==> src/rtl/ctrl_pipe.sv <==
// ctrl_pipe: configurable decode-to-writeback control-bundle pipeline.
// Each stage carries a valid bit and a control bundle. Stalls freeze the
// stalled stage and everything upstream of it, and insert bubbles below it.
// Flush clears a stage and wins over stall. Two saturating counters track
// what leaves the last stage.
module ctrl_pipe #(
    parameter int unsigned STAGES = 3,
    parameter int unsigned WIDTH  = 14,
    parameter int unsigned CNT_W  = 32
) (
    input  logic                      clk,
    input  logic                      rst,
    input  logic                      in_valid,
    input  logic [WIDTH-1:0]          in_ctrl,
    input  logic [STAGES-1:0]         stall,
    input  logic [STAGES-1:0]         flush,
    input  logic                      cnt_clr,
    output logic [STAGES-1:0]         out_valid,
    output logic [STAGES*WIDTH-1:0]   out_ctrl,
    output logic                      stall_up,
    output logic [CNT_W-1:0]          retired_cnt,
    output logic [CNT_W-1:0]          bubble_cnt
);

    localparam int unsigned LAST = STAGES - 1;
    localparam logic [CNT_W-1:0] CNT_MAX = '1;

    logic [STAGES-1:0]       valid_q, valid_d;
    logic [STAGES*WIDTH-1:0] ctrl_q, ctrl_d;
    logic [CNT_W-1:0]        retired_q, retired_d;
    logic [CNT_W-1:0]        bubble_q, bubble_d;

    logic [STAGES-1:0]       hold;
    logic                    last_adv;
    logic                    last_retire;
    logic                    last_bubble;

    // Hold of stage i is the OR of every stall request at or below it.
    always_comb begin
        hold       = '0;
        hold[LAST] = stall[LAST];
        for (int i = int'(LAST) - 1; i >= 0; i--) begin
            hold[i] = stall[i] | hold[i+1];
        end
    end

    // Decode and fetch must hold whenever any stage is stalled.
    assign stall_up = |stall;

    // Per-stage next state: flush, then hold, then bubble or advance.
    always_comb begin
        valid_d = valid_q;
        ctrl_d  = ctrl_q;

        // Stage 0 loads from decode; an empty slot carries a zero bundle.
        if (flush[0]) begin
            valid_d[0]          = 1'b0;
            ctrl_d[0 +: WIDTH]  = '0;
        end else if (!hold[0]) begin
            valid_d[0]          = in_valid;
            ctrl_d[0 +: WIDTH]  = in_valid ? in_ctrl : '0;
        end

        for (int i = 1; i < int'(STAGES); i++) begin
            if (flush[i]) begin
                valid_d[i]              = 1'b0;
                ctrl_d[i*WIDTH +: WIDTH] = '0;
            end else if (!hold[i]) begin
                if (hold[i-1]) begin
                    valid_d[i]               = 1'b0;
                    ctrl_d[i*WIDTH +: WIDTH] = '0;
                end else begin
                    valid_d[i]               = valid_q[i-1];
                    ctrl_d[i*WIDTH +: WIDTH] = ctrl_q[(i-1)*WIDTH +: WIDTH];
                end
            end
        end
    end

    // Classify the slot leaving the last stage this cycle.
    always_comb begin
        last_adv    = !stall[LAST] && !flush[LAST];
        last_retire = last_adv && valid_q[LAST];
        last_bubble = last_adv && !valid_q[LAST];
    end

    // Saturating counters; clear wins over a simultaneous increment.
    always_comb begin
        retired_d = retired_q;
        bubble_d  = bubble_q;
        if (cnt_clr) begin
            retired_d = '0;
            bubble_d  = '0;
        end else begin
            if (last_retire && (retired_q != CNT_MAX)) begin
                retired_d = retired_q + CNT_W'(1);
            end
            if (last_bubble && (bubble_q != CNT_MAX)) begin
                bubble_d = bubble_q + CNT_W'(1);
            end
        end
    end

    // State registers with synchronous reset.
    always_ff @(posedge clk) begin
        if (rst) begin
            valid_q   <= '0;
            ctrl_q    <= '0;
            retired_q <= '0;
            bubble_q  <= '0;
        end else begin
            valid_q   <= valid_d;
            ctrl_q    <= ctrl_d;
            retired_q <= retired_d;
            bubble_q  <= bubble_d;
        end
    end

    assign out_valid   = valid_q;
    assign out_ctrl    = ctrl_q;
    assign retired_cnt = retired_q;
    assign bubble_cnt  = bubble_q;

endmodule

==> config.mk <==
export PLATFORM = sky130hd
export DESIGN_NAME = ctrl_pipe
export DESIGN_NICKNAME = d
export VERILOG_FILES = /design/src/rtl/ctrl_pipe.sv
export SDC_FILE = /design/constraint.sdc
export NUM_CORES = 1
export LEC_CHECK = 0
export ABC_AREA = 1
export BUFFER_PORTS_ARGS = -buffer_cell sky130_fd_sc_hd__buf_2
export CAP_MARGIN = 10
export CORE_MARGIN = 3
export CORE_UTILIZATION = 53
export DETAILED_ROUTE_END_ITERATION = 6
export GPL_TIMING_DRIVEN = 0
export PLACE_DENSITY = 0.79
export SLEW_MARGIN = 30
export SYNTH_ARGS = -nofsm -noshare
export SYNTH_HDL_FRONTEND = slang
export SYNTH_SLANG_ARGS = --single-unit
==> constraint.sdc <==
create_clock -name clk -period 3.25 [get_ports clk]
set_clock_uncertainty 0.15 [all_clocks]
set_input_delay 0.325 -clock clk [delete_from_list [all_inputs] [get_ports clk]]
set_output_delay 0.325 -clock clk [all_outputs]
set_load 0.01 [all_outputs]
Word level (Yosys, flattened, before mapping)
Index checks and enable logic that the tools add are counted.

word-level totals
  output and inout bits = 110
  word-level logic and storage cells = 32
  flip-flop bits (word level) = 109
  bits of input ports = 24

operators by class
  reductions and logical operators = 13
  add/sub/neg operators = 2
  eq/ne operators = 2
  muxes and demuxes = 5
  bitwise logic cells = 2

operator list
  operator                                                         number
  32-bit by 1-bit adder with 32-bit output, second input constant  2
  32-bit != test, second input constant                            2
  14-bit 2-to-1 mux                                                3
  2-bit OR reduction                                               4
  1-bit logical AND                                                5
  1-bit zero test                                                  3
  3-bit OR reduction                                               1
  1-bit 2-to-1 mux                                                 2
  1-bit OR                                                         2

Logic depth before layout (Yosys ltp)
Gate-level depths: netlist (run 1).

  depth after elaboration = 4
  gate-level depth with buffers = 11

Least setup slack after synthesis (run 1)
Ideal clock, no wire load.

  path type = flip-flop to flip-flop
  start = reg retired_q[0] (netlist: retired_cnt[0])
  end = reg retired_q[27] (netlist: retired_cnt[27])
  slack = 1.492 ns
  period minus slack after synthesis = 1.758 ns
  cell stages (with the launch flop) = 10
  arrival time = 1.493 ns
  path buffers = 1
  cells stage by stage = dfxtp_1 ha_1 nand2_1 nor2_1 nand2_1 nor2_1 nand3_2 buf_6 a21oi_1 nor2_1

on the way
  cells in the longest elaborated chain, start to end = 2
  elaborated cells on any way between the ends = 3
  those cells by class = add/sub (1); eq/ne (1); reduce/logical (1)

RTL lines
  element                                                                           line  RTL
  from (decl)                                                                       30    logic [CNT_W-1:0] retired_q, retired_d;
  from (signal assigned)                                                            114   retired_q <= retired_d;
  branches (longest 2 deep; another with 32-bit by 1-bit adder with 32-bit output)  -

Several ways; the timed one is not identified.
A chain may end at the register's enable or synchronous reset.

Worst setup path after layout (run 1)
Same ends and word-level chain as after synthesis.

==> results of run 1 <==
[layout make-up]
cell class | count | area [um2]
Timing Repair Buffer | 132 | 661
Clock buffer | 9 | 124
Inverter | 60 | 225
Fill cell | 968 | 3420
Tap cell | 133 | 166
Sequential cell | 109 | 2180
Clock inverter | 7 | 82.6
Multi-Input combinational cell | 635 | 2900
Buffer | 33 | 200
[routing by layer]
metal  vias to the layer above  wire, um  track usage [%]  share of wire (%)
li1                       2977         -                -                  -
met3                        13      1190             7.80                8.3
met2                       173      6560             41.7                 46
met5                         -         0                0                  0
met1                      2532      6500             32.4                 45
met4                         0       136             4.96               0.95
[critical path, stage by stage (launching register included)]
cell and delay (ns):
dfxtp_1 0.42, ha_1 0.25, nand2_1 0.07, nor2_1 0.16, nand2_1 0.08, nor2_1 0.13, nand3_2 0.22, buf_6 0.23
a21oi_1 0.15, nor2_1 0.06
[stage by stage]
step	cells	worst slack, ns	hold slack, ns	utilization [%]
2_1_floorplan	837	1.49	0.331	-
3_3_place_gp	1102	1.31	0.289	63.6
3_5_place_dp	1102	1.30	0.293	63.6
4_1_cts	1118	1.28	0.0322	65.7
5_1_grt	1118	1.06	0.0233	65.7
6_report	1118	1.25	0.0407	65.7
[path summary, 6_finish.rpt]
kind | cells past startpoint | start | end
worst max-delay path | 9 | retired_cnt[0]$_SDFFE_PP0P_ | retired_cnt[27]$_SDFFE_PP0P_
worst min-delay path | 3 | in_ctrl[1] | out_ctrl[1]$_SDFFE_PP0N_
worst max register to register | 9 | retired_cnt[0]$_SDFFE_PP0P_ | retired_cnt[27]$_SDFFE_PP0P_
worst min register to register | 2 | out_ctrl[41]$_SDFFE_PP0N_ | out_ctrl[41]$_SDFFE_PP0N_
[cell families (layout without fill, tap and decap cells)]
group	after synthesis	count (layout)
adder cells (fa/ha/maj)	2	2
buffers and inverters	93	241
flip-flops	109	109
AND/OR/NAND/NOR	528	528
XOR/XNOR	3	3
AO/OA/AOI/OAI	102	102
[sequential cells by signal, summed over array words and instances (netlist names)]
signal / cells
out_ctrl: 42
retired_cnt: 32
bubble_cnt: 32
out_valid: 3
[where the power goes]
part           total (W)  leakage (nW)  internal, W  switching, W
registers        0.00134         0.878      0.00134    0.00000194
clock network   0.000845         0.101     0.000311      0.000534
logic          0.0000976          1.69    0.0000333     0.0000643
total            0.00228          2.67      0.00168      0.000600
[synthesized netlist by cell type, types with 2 or more instances]
master	n
buf_6	8
nand3_2	4
nand2_1	234
nor3_2	2
nand4_1	12
or2_2	3
a21oi_1	101
nor2_4	8
nand3_4	2
dfxtp_1	109
nand2_2	8
inv_1	51
ha_1	2
inv_2	9
clkbuf_1	12
nor2_1	148
nand3_1	90
nor2_2	6
buf_2	13
xor2_1	2
nor3_1	6
==> results.ini, run 1 <==
[setup_path]
end_kind=register
startpoint_type=register
required_ns=3.38
worstPathArrival_ns=2.13
worstPathMaxFanout=10
r2r_slack_ns=1.25
crit_type=register to register

[cts]
post_cts_resize_count=0
cts_hold_buf=0
root_buffer=clkbuf_8
clk_pin_slew_worst_paths_ns=0.12
cts_buffer_depth=2
cts_tree=done
htree_num_levels=3
cts.sinks=109
cts_buffers=9
cts_setup_buffers=0
insertion_delay_ns=0.38

[die]
ios=134
die_area_mm2=0.0116
fp.coreArea_mm2=0.00995
row_count=36
fp.dieW_um=108
die_h_um=108
start_util_pct=55.3

[sta]
slew_viol_final=0
rsz0062_at_grt=false
period_needed_ns=2.00
finalSetupViolations=0
worst_pin_slew_ns=0.560
max_slew_margin_pct=62.5
finalHoldViolCount=0
setup_tns_ns=0
fmax_mhz=501
fin_crit_sh_pct=61.5

[yosys]
synth.top_cell.area_share_pct=39.7
synth_compound_area_share_pct=9.30
async_flop_share_pct=0
yosysWarnings=0
synth_top_area_cell=dfxtp_1
synth_edf_count=0
ys_seq_area_share_pct=39.7
synth_ff_type=dfxtp_1
synth_simple_gate_area_share_pct=42.4
synth_area_per_cell_um2=6.57
synth_cell_types=28
ys_ff_latch=109
syn_nets=863
syn-instance-count=837
yosys.area_share.xor_xnor_pct=0.477
synth.cell_area_mm2=0.00550
synthTopCellsByArea=dfxtp_1, nand2_1, nor2_1
synthAdderAreaFrac_pct=0.455
synth.mux.area_fraction_pct=0
synth_top_family_by_area=simple AND/OR/NAND/NOR gates

[layout]
final_cell_mix=nand2_1, nor2_1, buf_2
layout_commonest_cell=nand2_1
drive_gt1_share_pct=21.6
finalNetCount=1006
diodes=0
fin_area_mm2=0.00654
syn_to_final_growth_pct=18.8

[drt]
vias=5695
first_pass_iters=5
drt-total-wl_mm=14.4
drtIter0Drc=337
vias_per_cell=5.09
wl_per_cell_um=12.9
ant_nets=0
drc=0

[hold_path]
hp-class=input port to register

[placement]
place_congestion=0.944
post-dp-hpwl_mm=11.2
place.port_buffers=132
post_dp_cell_area_mm2=0.00633

[pwr]
powerDensity_mw_per_mm2=349
finalPower_w=0.00228
cellLeakagePower_nw=2.67
peakVddDrop_mv=0.285

[global_routing]
grt_pass1_wl_mm=23.9
first_global_vias=5143
antenna_found_initial=0
grt_max_degree=23
overflow=0
grt_usage_pct=25.2

[run]
cap_violations=0

[run_status]
status=finished clean

Power figures use the tool's default switching activity.
==> run 2, diff against run 1 <==
--- a/config.mk
+++ b/config.mk
@@ -9,10 +9,10 @@
 export BUFFER_PORTS_ARGS = -buffer_cell sky130_fd_sc_hd__buf_2
 export CAP_MARGIN = 10
 export CORE_MARGIN = 3
-export CORE_UTILIZATION = 53
+export CORE_UTILIZATION = 49
 export DETAILED_ROUTE_END_ITERATION = 6
 export GPL_TIMING_DRIVEN = 0
-export PLACE_DENSITY = 0.79
+export PLACE_DENSITY = 0.77
 export SLEW_MARGIN = 30
 export SYNTH_ARGS = -nofsm -noshare
 export SYNTH_HDL_FRONTEND = slang
==> constraint.sdc (replaced) <==
create_clock -name clk -period 1.6 [get_ports clk]
set_clock_uncertainty 0.15 [all_clocks]
set_input_delay 0.16 -clock clk [delete_from_list [all_inputs] [get_ports clk]]
set_output_delay 0.16 -clock clk [all_outputs]
set_load 0.01 [all_outputs]
==> results.ini, run 2 (synthesized netlist as in run 1, its figures left out) <==
[placement]
place.port_buffers=132
post-dp-hpwl_mm=11.4
place_congestion=0.893

[layout]
fin_util_pct=70.5
layout_commonest_cell=nand2_1
final.fill_count=899
multiInputGateArea_mm2=0.00336
syn_to_final_growth_pct=39.5
diodes=0
finalNetCount=1060
regArea_mm2=0.00229
drive_gt1_share_pct=36.7
largest_register_ff_count=42
final_cell_mix=nand2_1, buf_2, nor2_1

[die]
die_area_mm2=0.0125
die_h_um=112
ios=134
fp.dieW_um=112
fp.coreArea_mm2=0.0109
row_count=38
start_util_pct=50.5

[sta]
worst_pin_slew_ns=0.650
slew_viol_final=0
max_slew_margin_pct=56.5
setup_tns_ns=-5.93
holdWs_ns=0.0820
rsz0062_at_grt=true
finalWorstSetupSlack_ns=-0.147
finalHoldViolCount=0
fin_crit_sh_pct=109
fmax_mhz=572
period_needed_ns=1.75
finalSetupViolations=62

[run_status]
violations=negative setup slack
status=finished with violations

[setup_path]
crit_type=register to register
rr_endpoint=retired_cnt[8]$_SDFFE_PP0P_
end_kind=register
startpoint=retired_cnt[0]$_SDFFE_PP0P_
crit_buf_inv=1
startpoint_type=register
cp_cell_sequence=ha_4 > nand2_4 > nor2_4 > nand2_2 > nor2_4 > nand3_4 > buf_6 > nand2_1 > nand2_1 > nand2_1 > nor2_1
max_stage_delay_ns=0.39
worstPathArrival_ns=1.88
required_ns=1.73
r2r_slack_ns=-0.15
ff2ff_path_depth=11
timing.rr.start=retired_cnt[0]$_SDFFE_PP0P_
path_common_cell=nand2_1
critPathSlowestCell=dfxtp_4
crit_family=simple AND/OR/NAND/NOR gates
worstPathMaxFanout=10

[pwr]
powerDensity_mw_per_mm2=624
p_sw_share_pct=25.5
p_clk_share_pct=38.4
cellLeakagePower_nw=3.09
p_switching_w=0.00122
comb_power_share_pct=5.4
peakVddDrop_mv=0.535
p_int_w=0.00357
seqPwrFrac_pct=56.2

[global_routing]
grt_pass1_wl_mm=27.1
antenna_found_initial=0
grt_usage_pct=26.0
first_global_vias=5749
overflow=0
grt_max_degree=21

[cts]
clk_pin_slew_worst_paths_ns=0.12
root_buffer=clkbuf_8
insertion_delay_ns=0.39
cts.sinks=109
cts_buffers=9
cts_buffer_depth=2
cts_tree=done
htree_num_levels=3

[drt]
vias=6354
first_pass_iters=6
drt-total-wl_mm=17.6
drtIter0Drc=576
wl_per_cell_um=14.9
vias_per_cell=5.39
ant_nets=0
drc=0

[run]
cap_violations=0

[hold_path]
hold_path_end=out_ctrl[15]$_SDFFE_PP0N_
min_from=stall[1]
hp-class=input port to register
min_path_cells=5

## run 2: worst max-delay path by stage
stage / to / slack (ns) / cells after the start
6_report: retired_cnt[8]$_SDFFE_PP0P_ / -0.15 / 11
2_1_floorplan: retired_cnt[27]$_SDFFE_PP0P_ / -0.004 / 9
3_3_place_gp: retired_cnt[20]$_SDFFE_PP0P_ / -0.21 / 8
4_1_cts: retired_cnt[8]$_SDFFE_PP0P_ / -0.07 / 11
5_1_grt: retired_cnt[6]$_SDFFE_PP0P_ / -0.27 / 10
3_5_place_dp: bubble_cnt[26]$_SDFFE_PP0P_ / -0.23 / 8
## run 2: timing repair
| item | in CTS | in global routing |
|---|---|---|
| endpoints found under the setup margin | 64 | 69 |
| hold buffers | 25 | 0 |
| pin swaps | 9 | 26 |
| setup buffers | 18 | 6 |
| resized for setup | 94 | 94 |
| cloned | 2 | 3 |
| endpoints found under the hold margin | 19 | 0 |
## run 2: metrics by stage
step	cells	setup WS (ns)	area [um2]	power (W)
floorplan	837	-0.00381	5550	0.00291
global placement	1109	-0.214	6390	0.00298
detailed placement	1109	-0.233	6390	0.00298
CTS	1170	-0.0663	7250	0.00482
global route	1179	-0.269	7680	0.00496
finish	1179	-0.147	7680	0.00479
## run 2: worst register-to-register path: stages (launching register included)
cell and delay, ns:
dfxtp_4 0.39, ha_4 0.16, nand2_4 0.06, nor2_4 0.11, nand2_2 0.11, nor2_4 0.15, nand3_4 0.12, buf_6 0.18
nand2_1 0.09, nand2_1 0.05, nand2_1 0.05, nor2_1 0.04
## run 2: power by group through the flow
stage / Combinational [W] / Clock, W / Sequential [W]
4_1_cts: 0.000243 / 0.00187 / 0.00271
3_5_place_dp: 0.000200 / 0 / 0.00278
2_1_floorplan: 0.000126 / 0 / 0.00278
6_report: 0.000259 / 0.00184 / 0.00269
3_3_place_gp: 0.000197 / 0 / 0.00278
5_1_grt: 0.000283 / 0.00198 / 0.00269
## run 2: area by class of cell
cell class	count	share of cell area (%)
clock buffers	10	1.66
repair buffers	185	15.2
inverters	60	2.97
multi-input cells	636	43.8
clock inverters	6	1.16
plain buffers	33	3.19
flip-flops and latches	109	29.8
well taps	140	2.28
## run 2: metal layers
metal / routed length [um] / track usage (%) / up-vias / part of all wire, %
met5: 0 / 0 / - / 0
met4: 478 / 10.2 / 0 / 2.7
met3: 1470 / 5.65 / 44 / 8.4
met2: 8550 / 43.8 / 315 / 49
met1: 7080 / 32.5 / 2901 / 40
li1: - / - / 3094 / -
